==> config.mk <==
export PLATFORM = sky130hd
export DESIGN_NAME = uart_mmio
export DESIGN_NICKNAME = d
export VERILOG_FILES = /design/src/rtl/uart_mmio_pkg.sv /design/src/rtl/uart_rx.sv /design/src/rtl/uart_mmio.sv
export SDC_FILE = /design/constraint.sdc
export NUM_CORES = 1
export LEC_CHECK = 0
export BUFFER_PORTS_ARGS = -buffer_cell sky130_fd_sc_hd__buf_2
export CORE_MARGIN = 4
export CORE_UTILIZATION = 58
export CTS_CLUSTER_DIAMETER = 100
export DETAILED_ROUTE_END_ITERATION = 8
export HOLD_SLACK_MARGIN = 0.1
export PLACE_DENSITY = 0.78
export SLEW_MARGIN = 10
export SYNTH_ARGS = -nofsm -noshare
export SYNTH_HDL_FRONTEND = slang
export SYNTH_SLANG_ARGS = --single-unit
==> constraint.sdc <==
create_clock -name clk -period 3.01 [get_ports clk]
set_clock_uncertainty 0.1 [all_clocks]
set_input_delay 0.1505 -clock clk [delete_from_list [all_inputs] [get_ports clk]]
set_output_delay 0.1505 -clock clk [all_outputs]
set_load 0.02 [all_outputs]
==> src/rtl/uart_mmio_pkg.sv <==
// Shared definitions for the MMIO UART block: register offsets inside the
// MMIO window, FSM state encodings and a small sizing helper.
package uart_mmio_pkg;

    // Register offsets (addr[7:0]) inside the MMIO window
    localparam logic [7:0] UART_CTRL = 8'h00;   // R  status {overrun, rx_valid, tx_ready}
    localparam logic [7:0] UART_RX   = 8'h04;   // R  received byte, pops on read
    localparam logic [7:0] UART_TX   = 8'h08;   // W  byte to transmit
    localparam logic [7:0] CYC_CNT   = 8'h10;   // R  free-running cycle counter
    localparam logic [7:0] INST_CNT  = 8'h14;   // R  retired instruction counter
    localparam logic [7:0] CNT_RST   = 8'h18;   // W  any store clears both counters

    // Depth of the optional receive FIFO (must be a power of two)
    localparam int RX_FIFO_DEPTH = 8;

    typedef enum logic {
        TX_IDLE  = 1'b0,
        TX_SHIFT = 1'b1
    } tx_state_t;

    typedef enum logic [1:0] {
        RX_IDLE  = 2'd0,
        RX_START = 2'd1,
        RX_DATA  = 2'd2,
        RX_STOP  = 2'd3
    } rx_state_t;

    // Bits needed for a counter that runs 0 .. n-1
    function automatic int cnt_width(input int n);
        return (n < 2) ? 1 : $clog2(n);
    endfunction

endpackage

==> src/rtl/uart_rx.sv <==
// 8N1 UART receiver: two-flop synchroniser, start-bit qualification at
// half a bit, eight data samples at bit centres and a stop-bit check.
// A good frame produces a one-cycle rx_strobe with the byte on rx_data;
// a frame with a low stop bit is silently discarded.
module uart_rx
    import uart_mmio_pkg::*;
#(
    parameter int CLOCK_FREQ = 50_000_000,
    parameter int BAUD_RATE  = 115200
) (
    input  logic       clk,
    input  logic       rst,
    input  logic       serial_rx,
    output logic [7:0] rx_data,
    output logic       rx_strobe
);

    localparam int BIT_CYC  = CLOCK_FREQ / BAUD_RATE;
    localparam int HALF_CYC = BIT_CYC / 2;
    localparam int CW       = cnt_width(BIT_CYC);
    localparam logic [CW-1:0] BIT_LAST  = CW'(BIT_CYC - 1);
    localparam logic [CW-1:0] HALF_LAST = CW'(HALF_CYC - 1);

    logic            sync1_reg, sync2_reg, prev_reg;
    rx_state_t       state_reg, state_next;
    logic [CW-1:0]   cnt_reg, cnt_next;
    logic [2:0]      bit_reg, bit_next;
    logic [7:0]      shift_reg, shift_next;
    logic            strobe_reg, strobe_next;

    // Synchronise the line and keep one extra stage for falling-edge detection
    always_ff @(posedge clk or negedge rst) begin
        if (!rst) begin
            sync1_reg <= 1'b1;
            sync2_reg <= 1'b1;
            prev_reg  <= 1'b1;
        end else begin
            sync1_reg <= serial_rx;
            sync2_reg <= sync1_reg;
            prev_reg  <= sync2_reg;
        end
    end

    // Receiver state, bit timer, shift register and commit strobe
    always_ff @(posedge clk or negedge rst) begin
        if (!rst) begin
            state_reg  <= RX_IDLE;
            cnt_reg    <= '0;
            bit_reg    <= '0;
            shift_reg  <= '0;
            strobe_reg <= 1'b0;
        end else begin
            state_reg  <= state_next;
            cnt_reg    <= cnt_next;
            bit_reg    <= bit_next;
            shift_reg  <= shift_next;
            strobe_reg <= strobe_next;
        end
    end

    // Next-state logic: sample mid-start, mid-data bits and mid-stop
    always_comb begin
        state_next  = state_reg;
        cnt_next    = cnt_reg;
        bit_next    = bit_reg;
        shift_next  = shift_reg;
        strobe_next = 1'b0;
        case (state_reg)
            RX_IDLE: begin
                if (prev_reg && !sync2_reg) begin
                    state_next = RX_START;
                    cnt_next   = '0;
                end
            end
            RX_START: begin
                if (cnt_reg == HALF_LAST) begin
                    cnt_next   = '0;
                    bit_next   = '0;
                    // Line back high at mid-start is a glitch, not a frame
                    state_next = sync2_reg ? RX_IDLE : RX_DATA;
                end else begin
                    cnt_next = cnt_reg + 1'b1;
                end
            end
            RX_DATA: begin
                if (cnt_reg == BIT_LAST) begin
                    cnt_next   = '0;
                    shift_next = {sync2_reg, shift_reg[7:1]};
                    if (bit_reg == 3'd7) begin
                        state_next = RX_STOP;
                    end else begin
                        bit_next = bit_reg + 1'b1;
                    end
                end else begin
                    cnt_next = cnt_reg + 1'b1;
                end
            end
            RX_STOP: begin
                if (cnt_reg == BIT_LAST) begin
                    cnt_next    = '0;
                    strobe_next = sync2_reg;
                    state_next  = RX_IDLE;
                end else begin
                    cnt_next = cnt_reg + 1'b1;
                end
            end
            default: state_next = RX_IDLE;
        endcase
    end

    assign rx_data   = shift_reg;
    assign rx_strobe = strobe_reg;

endmodule

==> src/rtl/uart_mmio.sv <==
// MMIO slave for the memory stage: address decode with same-cycle read data,
// 8N1 UART transmitter, receive buffering and the cycle / retired-instruction
// performance counters.
// Build option: define UART_RX_FIFO_EN to replace the single-byte receive
// holding register with an 8-entry receive FIFO.
module uart_mmio
    import uart_mmio_pkg::*;
#(
    parameter int         CLOCK_FREQ = 50_000_000,
    parameter int         BAUD_RATE  = 115200,
    parameter logic [3:0] MMIO_NIB   = 4'h8
) (
    input  logic        clk,
    input  logic        rst,
    input  logic [31:0] addr,
    input  logic [31:0] wdata,
    input  logic [3:0]  we,
    input  logic        re,
    input  logic        inst_retire,
    input  logic        serial_rx,
    output logic        sel,
    output logic [31:0] rdata,
    output logic        serial_tx
);

    localparam int BIT_CYC = CLOCK_FREQ / BAUD_RATE;
    localparam int CW      = cnt_width(BIT_CYC);
    localparam logic [CW-1:0] BIT_LAST = CW'(BIT_CYC - 1);

    logic [7:0] off;
    logic       is_store, is_load;
    logic       tx_start, cnt_clear, status_rd, rx_rd, rx_pop;
    logic       tx_ready, rx_valid, rx_drop;
    logic [7:0] rx_head;
    logic [7:0] rx_data;
    logic       rx_strobe;
    logic       overrun_reg;
    logic [31:0] cyc_cnt_reg, inst_cnt_reg;

    logic unused_bits;
    assign unused_bits = ^{wdata[31:8], addr[27:8]};

    // Decode: side effects only for accesses that hit the MMIO window
    assign off       = addr[7:0];
    assign sel       = (addr[31:28] == MMIO_NIB);
    assign is_store  = sel && (we != 4'b0);
    assign is_load   = sel && re;
    assign tx_start  = is_store && (off == UART_TX) && tx_ready;
    assign cnt_clear = is_store && (off == CNT_RST);
    assign status_rd = is_load && (off == UART_CTRL);
    assign rx_rd     = is_load && (off == UART_RX);
    assign rx_pop    = rx_rd && rx_valid;

    // ------------------------------------------------------------------
    // Transmitter: shift register idles all-ones, so its LSB is the line
    // ------------------------------------------------------------------
    tx_state_t      tx_state_reg, tx_state_next;
    logic [9:0]     tx_shift_reg, tx_shift_next;
    logic [3:0]     tx_bit_reg, tx_bit_next;
    logic [CW-1:0]  tx_cnt_reg, tx_cnt_next;

    // Transmitter state and frame registers
    always_ff @(posedge clk or negedge rst) begin
        if (!rst) begin
            tx_state_reg <= TX_IDLE;
            tx_shift_reg <= '1;
            tx_bit_reg   <= '0;
            tx_cnt_reg   <= '0;
        end else begin
            tx_state_reg <= tx_state_next;
            tx_shift_reg <= tx_shift_next;
            tx_bit_reg   <= tx_bit_next;
            tx_cnt_reg   <= tx_cnt_next;
        end
    end

    // Load a frame on an accepted store, then shift one bit every BIT_CYC
    always_comb begin
        tx_state_next = tx_state_reg;
        tx_shift_next = tx_shift_reg;
        tx_bit_next   = tx_bit_reg;
        tx_cnt_next   = tx_cnt_reg;
        case (tx_state_reg)
            TX_IDLE: begin
                if (tx_start) begin
                    tx_state_next = TX_SHIFT;
                    tx_shift_next = {1'b1, wdata[7:0], 1'b0};
                    tx_bit_next   = '0;
                    tx_cnt_next   = '0;
                end
            end
            TX_SHIFT: begin
                if (tx_cnt_reg == BIT_LAST) begin
                    tx_cnt_next   = '0;
                    tx_shift_next = {1'b1, tx_shift_reg[9:1]};
                    if (tx_bit_reg == 4'd9) begin
                        tx_state_next = TX_IDLE;
                    end else begin
                        tx_bit_next = tx_bit_reg + 1'b1;
                    end
                end else begin
                    tx_cnt_next = tx_cnt_reg + 1'b1;
                end
            end
            default: tx_state_next = TX_IDLE;
        endcase
    end

    assign tx_ready  = (tx_state_reg == TX_IDLE);
    assign serial_tx = tx_shift_reg[0];

    // ------------------------------------------------------------------
    // Receiver and receive buffering
    // ------------------------------------------------------------------
    uart_rx #(
        .CLOCK_FREQ (CLOCK_FREQ),
        .BAUD_RATE  (BAUD_RATE)
    ) u_rx (
        .clk       (clk),
        .rst       (rst),
        .serial_rx (serial_rx),
        .rx_data   (rx_data),
        .rx_strobe (rx_strobe)
    );

`ifdef UART_RX_FIFO_EN
    localparam int PW = $clog2(RX_FIFO_DEPTH);

    logic [7:0]    fifo_mem [RX_FIFO_DEPTH];
    logic [PW-1:0] wr_ptr_reg, rd_ptr_reg;
    logic [PW:0]   count_reg;
    logic          fifo_full, push;

    // A pop in the same cycle frees a slot, so a full FIFO can still accept
    assign fifo_full = (count_reg == (PW+1)'(RX_FIFO_DEPTH));
    assign push      = rx_strobe && (!fifo_full || rx_pop);
    assign rx_drop   = rx_strobe && fifo_full && !rx_pop;
    assign rx_valid  = (count_reg != '0);
    assign rx_head   = fifo_mem[rd_ptr_reg];

    // FIFO storage
    always_ff @(posedge clk) begin
        if (push) begin
            fifo_mem[wr_ptr_reg] <= rx_data;
        end
    end

    // FIFO pointers and occupancy
    always_ff @(posedge clk or negedge rst) begin
        if (!rst) begin
            wr_ptr_reg <= '0;
            rd_ptr_reg <= '0;
            count_reg  <= '0;
        end else begin
            if (push) begin
                wr_ptr_reg <= wr_ptr_reg + 1'b1;
            end
            if (rx_pop) begin
                rd_ptr_reg <= rd_ptr_reg + 1'b1;
            end
            if (push && !rx_pop) begin
                count_reg <= count_reg + 1'b1;
            end else if (!push && rx_pop) begin
                count_reg <= count_reg - 1'b1;
            end
        end
    end
`else
    logic [7:0] rx_byte_reg;
    logic       rx_valid_reg;

    assign rx_drop  = rx_strobe && rx_valid_reg && !rx_pop;
    assign rx_valid = rx_valid_reg;
    assign rx_head  = rx_byte_reg;

    // Single-byte holding register; an unread byte is never overwritten
    always_ff @(posedge clk or negedge rst) begin
        if (!rst) begin
            rx_byte_reg  <= '0;
            rx_valid_reg <= 1'b0;
        end else if (rx_strobe) begin
            if (!rx_valid_reg || rx_pop) begin
                rx_byte_reg  <= rx_data;
                rx_valid_reg <= 1'b1;
            end
        end else if (rx_pop) begin
            rx_valid_reg <= 1'b0;
        end
    end
`endif

    // Overrun is sticky until status is read; a new drop wins over the clear
    always_ff @(posedge clk or negedge rst) begin
        if (!rst) begin
            overrun_reg <= 1'b0;
        end else if (rx_drop) begin
            overrun_reg <= 1'b1;
        end else if (status_rd) begin
            overrun_reg <= 1'b0;
        end
    end

    // Performance counters; a clear overrides a same-cycle increment
    always_ff @(posedge clk or negedge rst) begin
        if (!rst) begin
            cyc_cnt_reg  <= '0;
            inst_cnt_reg <= '0;
        end else if (cnt_clear) begin
            cyc_cnt_reg  <= '0;
            inst_cnt_reg <= '0;
        end else begin
            cyc_cnt_reg  <= cyc_cnt_reg + 32'd1;
            inst_cnt_reg <= inst_cnt_reg + {31'b0, inst_retire};
        end
    end

    // Same-cycle read data for the writeback mux
    always_comb begin
        rdata = '0;
        if (sel) begin
            case (off)
                UART_CTRL: rdata = {29'b0, overrun_reg, rx_valid, tx_ready};
                UART_RX:   rdata = rx_valid ? {24'b0, rx_head} : 32'b0;
                CYC_CNT:   rdata = cyc_cnt_reg;
                INST_CNT:  rdata = inst_cnt_reg;
                default:   rdata = '0;
            endcase
        end
    end

endmodule

==> impl_metrics.py <==
metrics = {
    "floorplan": {
        "core_sq_mm": 0.0116,
        "start_util_pct": 60.1,
        "ios": 107,
        "dieArea_sq_mm": 0.0138,
        "die_h_um": 117,
        "die_x_um": 117,
        "num_rows": 39,
    },
    "finish": {
        "nets": 887,
        "nFillCells": 863,
        "area_growth_pct": 16.9,
        "layout-drive-gt1-share_pct": 19.4,
        "antenna_cells": 0,
    },
    "yosys": {
        "synth.area.mux_share_pct": 5.63,
        "async_reset_ff_share_pct": 100,
        "synth_flop_cell": "dfrtp_1",
        "ys_seq_area_share_pct": 44.5,
        "yosysWarnings": 0,
        "synth_top_family_by_area": "simple AND/OR/NAND/NOR gates",
        "syn_nets": 821,
        "synthesis.area_sq_mm": 0.00695,
        "synth_edf_count": 0,
        "synth-simple-area-share_pct": 23.6,
        "ys_ff_latch": 123,
        "postSynthAreaPerCell_sq_um": 9.44,
        "synth.distinct_cells": 57,
        "synth_compound_area_share_pct": 16.7,
        "synth_cells": 736,
        "synthAdderAreaFrac_pct": 2.16,
        "synthXorXnorAreaFrac_pct": 3.53,
    },
    "pwr": {
        "power_density_mw_per_mm2": 601,
        "p_total_mw": 4.88,
        "seq_power_share_pct": 44.1,
        "power_frac_clock_pct": 42.4,
        "swShare_pct": 28.6,
        "switching_power_mw": 1.40,
        "vdd_ir_drop_max_mv": 0.414,
        "pwr-share-comb_pct": 13.5,
        "p_int_mw": 3.48,
        "p_leak_nw": 3.43,
    },
    "worst_hold_path": {
        "hp-class": "primary input to asynchronous set/reset pin",
    },
    "critical_path": {
        "critical_path_arrival_ps": 2660,
        "crit_top_cell": "ha_1",
        "rrSetupSlack_ps": 600,
        "path_class": "primary input to flip-flop",
        "cp_slowest_stage_delay_ps": 530,
        "cp_cell_sequence": "dlygate4sd3_1, buf_2, ha_1, ha_1, nand3_1, or2_2, or4_1, a21oi_1",
        "crit_family": "simple AND/OR/NAND/NOR gates",
        "cp-start-kind": "primary input",
        "cp_data_required_time_ps": 3250,
        "critical_path_depth": 8,
        "worst-path-buf-inv": 2,
        "ff2ff_path_depth": 6,
        "cp_max_fo": 14,
        "cpMaxStageDelayCell": "dlygate4sd3_1",
        "cp-end-kind": "flip-flop",
    },
    "grt": {
        "grt_use_total_pct": 25.7,
        "grt_pass1_wl_um": 29500,
        "grt_overflow_total": 0,
        "grt_max_degree": 57,
        "antenna_found_initial": 0,
        "grt_pass1_vias": 6090,
    },
    "timing": {
        "hold_violations": 0,
        "max-slew-margin-rel_pct": 47.2,
        "rsz0062_at_grt": "no",
        "fin_setup_tns_ps": 0,
        "setup_viol": 0,
        "post-route-min-period_ps": 2420,
        "finalCritPeriodShare_pct": 80.5,
        "max_freq_mhz": 413,
        "tightest_slew_ps": 792,
        "slew_violations": 0,
    },
    "route": {
        "drc": 0,
        "routed_wirelength_um": 17400,
        "met2WireLength_um": 8720,
        "firstDrtPassIters": 5,
        "vias_per_cell": 6.51,
        "drt_iter0_drc": 473,
        "topRoutingLayerUsed": "met4",
        "wl_per_cell_um": 18.2,
        "wl_met1_um": 7290,
        "antenna_left": 0,
        "met3_length_um": 989,
        "vias": 6234,
    },
    "place": {
        "io_buffer_count": 62,
        "place_hpwl_um": 11800,
        "gp_congestion": 0.843,
    },
    "clock_tree": {
        "cts_resized": 0,
        "cts_max_level": 4,
        "clkTransAtPathRegs_ps": 60,
        "clk_latency_ps": 430,
        "clock-sinks": 123,
        "numCtsBuffers": 17,
        "cts_tree": "done",
        "root_buffer": "clkbuf_16",
        "clockBufferDepth": 2,
    },
    "outcome": {
        "status": "finished, final reports clean",
    },
    "run": {
        "maxCapViolCount": 0,
    },
}
==> cells in the mapped netlist (7+ instances only) <==
cell type	n	area (sq um)
dfstp_2	12	315
buf_2	12	60.1
nor2_1	67	251
clkbuf_1	28	105
xnor2_1	17	149
nand4_1	19	119
and3_1	12	75.1
nor4_1	14	87.6
nand2b_1	9	56.3
and2_1	9	56.3
nand2_1	63	236
dfrtp_1	111	2780
ha_1	12	150
nand3_1	36	180
a31oi_1	13	81.3
inv_1	18	67.6
a22o_1	8	70.1
mux2i_1	11	110
o21ai_0	16	80.1
mux2_2	25	282
nor3_1	8	40.0
or4_1	26	195
o31ai_1	28	210
a22oi_1	41	308
nor4b_1	7	61.3
and4_1	10	87.6
xor2_1	11	96.3
a21oi_1	40	200
==> through the flow <==
step / cells / setup WS, ps / hold slack (ps) / area, sq um / utilization (%)
2_1_floorplan: 736 / 868 / -245 / 6950 / -
3_3_place_gp: 914 / 727 / 43.1 / 7400 / 64.0
3_5_place_dp: 914 / 644 / 43.1 / 7400 / 64.0
4_1_cts: 958 / 606 / 128 / 8130 / 70.3
5_1_grt: 958 / 491 / 153 / 8130 / 70.3
6_report: 958 / 586 / 132 / 8130 / 70.3
==> final timing paths <==
path | start | to
worst max register to register | inst_cnt_reg[0] | inst_cnt_reg[22]
max in group asynchronous | rst | inst_cnt_reg[18]
worst min register to register | u_rx.sync1_reg | u_rx.sync2_reg
worst min-delay path | rst | u_rx.cnt_reg[2]
min in group clk | addr[2] | overrun_reg
worst max-delay path | inst_retire | inst_cnt_reg[22]
==> cell families after synthesis <==
kind of cell,after synthesis
xor gates and xnor gates,28
DFF,123
adders and majority gates,12
buffers and inverters,63
AOI/OAI and AO/OA,173
and+or+nand+nor,301
muxes,36
==> power groups by stage <==
stage	Clock [mW]	Combinational, mW	Sequential [mW]
finish	2.07	0.661	2.15
global route	2.19	0.748	2.19
CTS	2.09	0.664	2.14
detailed placement	0	0.646	2.16
global placement	0	0.604	2.15
floorplan	0	0.506	2.08
==> cell type report <==
| cell class | count | area [sq um] | share of cell area (%) |
|---|---|---|---|
| Tap cell | 143 | 179 | 2.20 |
| Clock buffer | 17 | 425 | 5.24 |
| Timing Repair Buffer | 92 | 593 | 7.30 |
| Inverter | 18 | 67.6 | 0.832 |
| Sequential cell | 123 | 3090 | 38.1 |
| Multi-Input combinational cell | 550 | 3590 | 44.2 |
| Clock inverter | 15 | 176 | 2.17 |
==> per-layer routing <==
metal  track usage [%]  up-vias
met5                 0        -
met4              10.5        0
met3              5.09       35
met2              42.4      225
met1              33.4     3090
li1                  -     2884
==> placed cells by master (no fill, tap or decap), types with 4 or more instances in the layout <==
cell type      instances
nand2_1               63
inv_1                 18
clkinvlp_4             6
xnor2_1               17
dlygate4sd3_1         12
a22o_1                 8
o21ai_0               16
nor4b_1                7
and2_1                 9
dfrtp_1              111
xor2_1                11
and4_1                10
or4_1                 26
mux2i_1               11
and3_1                11
mux2_2                25
nor4_1                14
clkbuf_16             17
o21a_1                 6
a21oi_1               40
nor3_1                 8
nand4_1               19
or3_1                  4
a22oi_1               41
o31ai_1               28
o22ai_1                4
dfstp_2               12
nand3_1               36
a31oi_1               13
buf_4                 17
nand2b_1               9
buf_2                 61
ha_1                  12
nor2_1                67
==> what timing repair did <==
action / CTS / global route
setup buffers: 0 / 0
hold buffers: 12 / 0
hold endpoints to repair: 99 / 0
setup endpoints to repair: 0 / 0
Power figures use the tool's default switching activity.
